==> src/rtl/seq_round_ctrl_if.sv <==
// Handshake/bus bundle for the memory-game round controller.
// The master side drives the player/timer inputs; the slave side is the controller.
interface seq_round_ctrl_if;
  logic       start;
  logic [3:0] randNum;
  logic       tick;
  logic       p_valid;
  logic [3:0] p_num;
  logic       timer_en;
  logic [4:0] disp_num;
  logic [4:0] seq_len;
  logic [4:0] score;
  logic       win;
  logic       lose;
  logic       busy;

  modport master (
    output start, randNum, tick, p_valid, p_num,
    input  timer_en, disp_num, seq_len, score, win, lose, busy
  );

  modport slave (
    input  start, randNum, tick, p_valid, p_num,
    output timer_en, disp_num, seq_len, score, win, lose, busy
  );
endinterface

==> src/rtl/seq_round_ctrl.sv <==
// Memory-game round controller: grows a random digit sequence one digit per round,
// replays it on timer ticks, then checks the player's entries digit by digit.
module seq_round_ctrl #(
  parameter int unsigned MAX_LEN = 16
) (
  input logic             Clk,
  input logic             Rst,
  seq_round_ctrl_if.slave bus
);

  localparam int unsigned AW       = (MAX_LEN > 1) ? $clog2(MAX_LEN) : 1;
  localparam logic [4:0]  MAX_LEN5 = 5'(MAX_LEN);
  localparam logic [4:0]  BLANK    = 5'h1F;

  typedef enum logic [2:0] {
    S_IDLE,
    S_APPEND,
    S_SHOW,
    S_INPUT,
    S_WIN,
    S_LOSE
  } state_e;

  state_e     state_q, state_d;
  logic [4:0] len_q, len_d;
  logic [4:0] idx_q, idx_d;
  logic [4:0] score_q, score_d;
  logic [3:0] seq_buf_q [MAX_LEN];
  logic [3:0] cur_digit;
  logic       last_digit;
  logic       wr_en;

  assign cur_digit  = seq_buf_q[idx_q[AW-1:0]];
  assign last_digit = (idx_q == len_q - 5'd1);

  // Buffer is intentionally not reset: every entry is written before it is read.
  always_ff @(posedge Clk) begin
    if (wr_en) begin
      seq_buf_q[len_q[AW-1:0]] <= bus.randNum;
    end
  end

  always_ff @(posedge Clk or negedge Rst) begin
    if (!Rst) begin
      state_q <= S_IDLE;
      len_q   <= '0;
      idx_q   <= '0;
      score_q <= '0;
    end else begin
      state_q <= state_d;
      len_q   <= len_d;
      idx_q   <= idx_d;
      score_q <= score_d;
    end
  end

  always_comb begin
    state_d = state_q;
    len_d   = len_q;
    idx_d   = idx_q;
    score_d = score_q;
    wr_en   = 1'b0;
    case (state_q)
      S_IDLE, S_WIN, S_LOSE: begin
        if (bus.start) begin
          len_d   = '0;
          idx_d   = '0;
          score_d = '0;
          state_d = S_APPEND;
        end
      end
      S_APPEND: begin
        if (len_q < MAX_LEN5) begin
          wr_en = 1'b1;
          len_d = len_q + 5'd1;
        end
        idx_d   = '0;
        state_d = S_SHOW;
      end
      S_SHOW: begin
        if (bus.tick) begin
          if (last_digit) begin
            idx_d   = '0;
            state_d = S_INPUT;
          end else begin
            idx_d = idx_q + 5'd1;
          end
        end
      end
      S_INPUT: begin
        if (bus.p_valid) begin
          if (bus.p_num != cur_digit) begin
            state_d = S_LOSE;
          end else if (last_digit) begin
            if (score_q < MAX_LEN5) begin
              score_d = score_q + 5'd1;
            end
            state_d = (len_q == MAX_LEN5) ? S_WIN : S_APPEND;
          end else begin
            idx_d = idx_q + 5'd1;
          end
        end
      end
      default: state_d = S_IDLE;
    endcase
  end

  // Outputs depend only on registered state, never directly on inputs.
  always_comb begin
    bus.timer_en = 1'b0;
    bus.disp_num = BLANK;
    bus.seq_len  = len_q;
    bus.score    = score_q;
    bus.win      = (state_q == S_WIN);
    bus.lose     = (state_q == S_LOSE);
    bus.busy     = (state_q == S_APPEND) || (state_q == S_SHOW) || (state_q == S_INPUT);
    if (state_q == S_SHOW) begin
      bus.timer_en = 1'b1;
      bus.disp_num = {1'b0, cur_digit};
    end
  end

endmodule

==> src/flat_wrapper.sv <==
// flat-port wrapper written by rule: the top's interface ports become plain ports
module seq_round_ctrl_flat 
#(
  parameter int unsigned MAX_LEN = 16
)
  (Clk, Rst, bus_start, bus_randNum, bus_tick, bus_p_valid, bus_p_num, bus_timer_en, bus_disp_num, bus_seq_len, bus_score, bus_win, bus_lose, bus_busy);
  seq_round_ctrl_if bus_i ();
  input logic Clk;
  input logic Rst;
  input wire logic [$bits(bus_i.start)-1:0] bus_start;
  input wire logic [$bits(bus_i.randNum)-1:0] bus_randNum;
  input wire logic [$bits(bus_i.tick)-1:0] bus_tick;
  input wire logic [$bits(bus_i.p_valid)-1:0] bus_p_valid;
  input wire logic [$bits(bus_i.p_num)-1:0] bus_p_num;
  output wire logic [$bits(bus_i.timer_en)-1:0] bus_timer_en;
  output wire logic [$bits(bus_i.disp_num)-1:0] bus_disp_num;
  output wire logic [$bits(bus_i.seq_len)-1:0] bus_seq_len;
  output wire logic [$bits(bus_i.score)-1:0] bus_score;
  output wire logic [$bits(bus_i.win)-1:0] bus_win;
  output wire logic [$bits(bus_i.lose)-1:0] bus_lose;
  output wire logic [$bits(bus_i.busy)-1:0] bus_busy;
  assign bus_i.start = bus_start;
  assign bus_i.randNum = bus_randNum;
  assign bus_i.tick = bus_tick;
  assign bus_i.p_valid = bus_p_valid;
  assign bus_i.p_num = bus_p_num;
  assign bus_timer_en = bus_i.timer_en;
  assign bus_disp_num = bus_i.disp_num;
  assign bus_seq_len = bus_i.seq_len;
  assign bus_score = bus_i.score;
  assign bus_win = bus_i.win;
  assign bus_lose = bus_i.lose;
  assign bus_busy = bus_i.busy;
  seq_round_ctrl #(.MAX_LEN(MAX_LEN)) u_core (.Clk(Clk), .Rst(Rst), .bus(bus_i));
endmodule
==> config.mk <==
export PLATFORM = sky130hd
export DESIGN_NAME = seq_round_ctrl_flat
export DESIGN_NICKNAME = d
export VERILOG_FILES = /design/src/rtl/seq_round_ctrl_if.sv /design/src/rtl/seq_round_ctrl.sv /design/src/flat_wrapper.sv
export SDC_FILE = /design/constraint.sdc
export NUM_CORES = 1
export LEC_CHECK = 0
export ABC_AREA = 1
export CAP_MARGIN = 20
export CELL_PAD_IN_SITES_DETAIL_PLACEMENT = 1
export CELL_PAD_IN_SITES_GLOBAL_PLACEMENT = 1
export CORE_MARGIN = 2
export CORE_UTILIZATION = 25
export DETAILED_ROUTE_END_ITERATION = 8
export PLACE_DENSITY_LB_ADDON = 0.1
export SLEW_MARGIN = 20
export SYNTH_ARGS = -nofsm -noshare
export SYNTH_HDL_FRONTEND = slang
export SYNTH_SLANG_ARGS = --single-unit
==> constraint.sdc <==
create_clock -name Clk -period 4.41 [get_ports Clk]
set_input_delay 0.441 -clock Clk [delete_from_list [all_inputs] [get_ports Clk]]
set_output_delay 0.441 -clock Clk [all_outputs]
set_load 0.01 [all_outputs]
==> run metrics, run 1 <==
min Tclk post-route=just over 3 ns; top-area cell type share of the netlist area=0.456; cell taking the most area after synthesis=edfxtp_1; number of nets in the layout=514; worst slew pin tran=0.924 ns; initial antenna violation count=0; Post-synth ARST share=0.220; routed vias/inst=4.41; Die H=between 100 and 150 um; sequential power share=0.352; crit path DAT=2.67 ns; worst skew pair latency=0.35 ns; Syn. warnings=0; fin. max-slew vios=0; Slew headroom=0.382; CP required=around 4 ns; Sw Ratio=0.402; CP endpoint kind=output port; post-layout instance count excluding filler cells=719; CTS resizes=0; Final Hold Viols=0; ANT cells=0; Setup TNS=0 ns; DRC=0; leakage=2.07 nW; placed insts=around 700; Clock Skews=0.00755 ns; average wire per cell in the routed design=16.8 um; port bufs=31; ratio of cells with drive above 1 in the final layout=0.0681; synthesized area per cell=between 9 and 10 sq um; critical path's slowest cell=clkdlybuf4s50_1; Overall Power=2.75 mW; First-pass DRT Iterations=4; root buf cell=clkbuf_16; RSZ-0062 raised after global routing=false; Unique masters post-synth=35; Hold Buf Count CTS=0; P&R area growth vs syn=18.0%; first-pass GRT wire length=19,500 um; Initial Util=0.255; PD cells=553 nW/um^2; Hold WS=0.499 ns; Final Util=0.301; # setup viols final=0; Max Fclk=321 MHz; Tot GR Track Use=0.146; Clk pwr share=0.262; P_int=1.65 mW; CTS clk-pin slew, worst paths=0.06 ns; gpl congestion=just under 0.8; Seq cells post-synth=82; vias in the first global route=about 3,300; Top Ports=32; CTS sink cnt=slightly above 80; Post-synth EDFFs=64; Design Area, Final=4980 sq um; delay-heaviest family, CP=buffers and inverters; row count=between 40 and 50; outcome=complete, no violations; largest net degree at the start of global routing=40; kind of critical path=reg -> out; 1st-iter DRT viols=126; Routed WL=approximately 12,000 um; pre-CTS WS=1.64 ns; most frequent cells in the layout=nand2_1 (144), nand3_1 (67), edfxtp_1 (64); postcts setup bufs=0; Switch Pwr=1.11 mW; CP bufs+invs=3; hold crit path type=reg -> reg; Die Wd=134 um; Setup crit start kind=flop; ys flop type=edfxtp_1; Comb power frac=0.387; total grt overflow=0; CTS Buf Count=9; Syn Inst Count=467; max-cap viol count=0; peak supply drop=about 0.00020 V; main area contributors after synthesis=edfxtp_1 (46%), nand2_1 (13%), dfrtp_1 (11%), nand3_1 (8.0%), inv_1 (5.4%); crit-path max cell delay=0.55 ns; core footprint=roughly 17,000 sq um; most common cell after layout, fill and taps aside=nand2_1; CTS tree=done; Area after DPL=4700 sq um; crit-path max FO=39; CP cell instances=buf_4 > inv_2 > nand2_1 > nand2_1 > nand2_1 > nand3_1 > nand3_1 > nand3_1 > clkdlybuf4s50_1; Mapped Nets=between 400 and 500; setup slack after layout=1.29 ns; Die ar.=17,900 sq um; Seq/Total Area, Yosys=0.563; Max clock buf depth=2; Final ANT Viol Nets=0; H-tree levels=3; DR vias=3,170; Final Cycle Share=0.707; Post-DP HPWL=8680 um; Synth Cell Area=approximately 4200 sq um
[worst register-to-register path, delay by kind of cell (launching register included)]
kind | cells | cell delay (ns)
flip-flops | 1 | 0.36
buffers and inverters | 3 | 0.88
AND/OR/NAND/NOR | 14 | 1.37
[layout make-up]
cell class / count / area (sq um)
clock buffers: 10 / 229
clock inverters: 6 / 48.8
fillers: 1920 / 11500
inverters: 68 / 255
multi-input cells: 300 / 1470
flip-flops and latches: 82 / 2370
well taps: 220 / 275
repair buffers: 33 / 325
[Yosys cell counts, types with 2 or more instances]
master    number
a21oi_1       12
buf_2          9
buf_6          5
dfrtp_1       18
edfxtp_1      64
ha_1           7
inv_1         61
inv_2          6
nand2_1      144
nand2_2        2
nand3_1       67
nand3_2        2
nand3b_1       2
nor2_1        28
nor3_1         2
nor3_4         2
o21ai_0        7
xnor2_1        6
xor2_1         7
[per-layer routing]
metal	global-route usage	vias up	wire length, um
met1	0.211	1550	6270
met3	0.0249	14	237
li1	-	1574	-
met2	0.219	32	5380
met4	0.0550	0	223
met5	0	-	0
[kinds of logic (layout without fill, tap and decap cells)]
group,after synthesis,in the layout,synth area share
xor+xnor,13,13,0.0270
buf+inv,85,117,0.0884
simple gates,252,252,0.262
compound gates,28,28,0.0392
flops,82,82,0.563
fa+ha+maj,7,7,0.0208
[flip-flops by register name (all words and copies together) (netlist names)]
name / count
u_core.seq_buf_q: 64
u_core.bus.score: 5
u_core.bus.seq_len: 5
u_core.idx_q: 5
u_core.state_q: 3
[power by group through the flow]
stage	clock, mW	sequential (mW)	combinational (mW)
after global placement	0	0.986	1.08
final	0.720	0.968	1.07
after floorplan	0	0.968	0.756
after CTS	0.744	0.971	1.09
after global routing	0.774	0.979	1.22
after detailed placement	0	0.988	1.09
[final timing paths]
path,start,to,slack [ns],cells after the start
max in group asynchronous,Rst,u_core.bus.seq_len[0]$_DFFE_PN0P_,3.23,1
min in group asynchronous,Rst,u_core.bus.score[3]$_DFFE_PN0P_,0.61,1
worst min register to register,u_core.bus.score[4]$_DFFE_PN0P_,u_core.bus.score[4]$_DFFE_PN0P_,0.50,2
worst min-delay path,u_core.bus.score[4]$_DFFE_PN0P_,u_core.bus.score[4]$_DFFE_PN0P_,0.50,2
worst max register to register,u_core.idx_q[0]$_DFFE_PN0P_,u_core.bus.score[2]$_DFFE_PN0P_,1.69,17
worst max-delay path,u_core.idx_q[0]$_DFFE_PN0P_,bus_disp_num[2],1.29,9
(Power assumes the default switching activity.)
==> run 2, diff against run 1 <==
==> constraint.sdc (replaced) <==
create_clock -name Clk -period 2.72 [get_ports Clk]
set_input_delay 0.272 -clock Clk [delete_from_list [all_inputs] [get_ports Clk]]
set_output_delay 0.272 -clock Clk [all_outputs]
set_load 0.01 [all_outputs]
==> run metrics, run 2 (synthesis gave the netlist of run 1 again) <==
outcome=complete, no violations; number of nets in the layout=roughly 520; crit path DAT=2.27 ns; First-pass DRT Iterations=4; Die ar.=17,900 sq um; fin. max-slew vios=0; Setup crit start kind=flop; Slew headroom=0.453; Max Fclk=393 MHz; max-cap viol count=0; # setup viols final=0; first-pass GRT wire length=between 15,000 and 20,000 um; CP endpoint kind=output port; total grt overflow=0; ratio of cells with drive above 1 in the final layout=0.0810; routed vias/inst=4.30; CTS clk-pin slew, worst paths=roughly 0.060 ns; Die Wd=134 um; worst skew pair latency=0.35 ns; Post-DP HPWL=8470 um; 1st-iter DRT viols=130; Final Cycle Share=0.935; RSZ-0062 raised after global routing=false; P&R area growth vs syn=19.6%; Final Hold Viols=0; average wire per cell in the routed design=16.5 um; worst slew pin tran=~0.8 ns; PD cells=slightly below 900 nW/um^2; peak supply drop=between 0.0003 and 0.0004 V; Setup TNS=0 ns; max FFs per register=64; Die H=134 um; vias in the first global route=3,358; hold crit path type=in -> async; Tot GR Track Use=0.145; most frequent cells in the layout=nand2_1 (144), nand3_1 (67), edfxtp_1 (64); filler cell count=between 1,500 and 2,000; H-tree levels=3; CTS sink cnt=82; min Tclk post-route=2.54 ns; most common cell after layout, fill and taps aside=nand2_1; initial antenna violation count=0; core footprint=16,500 sq um; placed insts=710; CTS Buf Count=9; CP cell instances=inv_4 > buf_12 > nand2_1 > nand2_1 > nand2_1 > nand3_1 > nand3_1 > nand3_1 > clkdlybuf4s50_1; DR vias=3,125; Top Ports=32; kind of critical path=reg -> out; DRC=0; Hold Buf Count CTS=0; gpl congestion=0.756; crit-path max FO=17; leakage=2.11 nW; row count=47; Routed WL=~12,000 um; Final ANT Viol Nets=0; root buf cell=clkbuf_16; largest net degree at the start of global routing=39; crit-path max cell delay=0.56 ns; Max clock buf depth=2; Initial Util=0.255; critical path's slowest cell=clkdlybuf4s50_1; CP required=2.45 ns; CTS tree=done; post-layout instance count excluding filler cells=~730; Clock Skews=0.00664 ns; port bufs=31; ANT cells=0
==> run 2: cell types whose count changed in the layout (fill, tap and decap cells not counted), sizes merged <==
| cell | change |
|---|---|
| clkinv | +3 |
| inv | -2 |
| buf | +6 |
==> run 2: routing by layer <==
| layer | vias up | share of wire | global-route usage |
|---|---|---|---|
| li1 | 1580 | - | - |
| met3 | 11 | 0.022 | 0.0246 |
| met5 | - | 0 | 0 |
| met1 | 1510 | 0.51 | 0.206 |
| met4 | 0 | 0.016 | 0.0520 |
| met2 | 24 | 0.45 | 0.221 |
==> run 2: timing repair <==
action	in CTS	in global routing
endpoints found under the setup margin	0	4
setup buffers	0	0
resized for setup	0	4
==> run 2: area by class of cell <==
cell class | count | area, sq um | area share
sequential | 82 | 2370 | 0.470
multi-input combinational | 300 | 1470 | 0.292
timing repair buffer | 40 | 397 | 0.0787
tap | 220 | 275 | 0.0546
inverter | 68 | 258 | 0.0511
clock buffer | 9 | 225 | 0.0447
clock inverter | 7 | 45.0 | 0.00893
==> run 2: worst max-delay path, delay by kind of cell, from the launching register on <==
family	cells	cell delay, ns
buffers and inverters	3	0.94
DFF	1	0.41
and+or+nand+nor	6	0.57
==> run 2: path summary, 6_finish.rpt <==
kind | depth (start not counted) | startpoint | slack, ns | endpoint
min reg2reg | 2 | u_core.bus.score[4]$_DFFE_PN0P_ | 0.52 | u_core.bus.score[4]$_DFFE_PN0P_
min in group Clk | 2 | u_core.bus.score[4]$_DFFE_PN0P_ | 0.52 | u_core.bus.score[4]$_DFFE_PN0P_
max | 9 | u_core.idx_q[0]$_DFFE_PN0P_ | 0.18 | bus_disp_num[2]
max reg2reg | 8 | u_core.state_q[0]$_DFFE_PN0P_ | 0.34 | u_core.seq_buf_q[7][2]$_DFFE_PP_
max in group asynchronous | 2 | Rst | 2.23 | u_core.bus.seq_len[1]$_DFFE_PN0P_
min | 2 | Rst | 0.27 | u_core.bus.score[3]$_DFFE_PN0P_
==> run 2: report_power, final <==
| group | total (mW) | switching (mW) | internal, mW |
|---|---|---|---|
| Sequential | 1.57 | 0.100 | 1.47 |
| Combinational | 1.78 | 1.16 | 0.619 |
| Clock | 1.13 | 0.517 | 0.617 |
==> run 2: metrics by stage <==
stage          utilization  area, sq um  hold slack [ns]  setup WS (ns)  power, mW
2_1_floorplan            -         4220          -0.0236          0.689       2.79
3_3_place_gp         0.288         4760            0.506          0.230       3.40
3_5_place_dp         0.288         4760            0.508          0.270       3.41
4_1_cts              0.305         5030            0.269         0.0589       4.56
5_1_grt              0.305         5040            0.312        0.00587       4.85
6_report             0.305         5040            0.270          0.177       4.48
==> run 3, diff against run 2 <==
--- a/config.mk
+++ b/config.mk
@@ -6,11 +6,11 @@
 export NUM_CORES = 1
 export LEC_CHECK = 0
 export ABC_AREA = 1
-export CAP_MARGIN = 20
 export CELL_PAD_IN_SITES_DETAIL_PLACEMENT = 1
 export CELL_PAD_IN_SITES_GLOBAL_PLACEMENT = 1
 export CORE_MARGIN = 2
 export CORE_UTILIZATION = 25
+export CTS_BUF_LIST = sky130_fd_sc_hd__clkbuf_8 sky130_fd_sc_hd__clkbuf_16
 export DETAILED_ROUTE_END_ITERATION = 8
 export PLACE_DENSITY_LB_ADDON = 0.1
 export SLEW_MARGIN = 20
==> results of run 3 <==
Same layout as run 2: the final DEF is identical, and so are final timing and power.
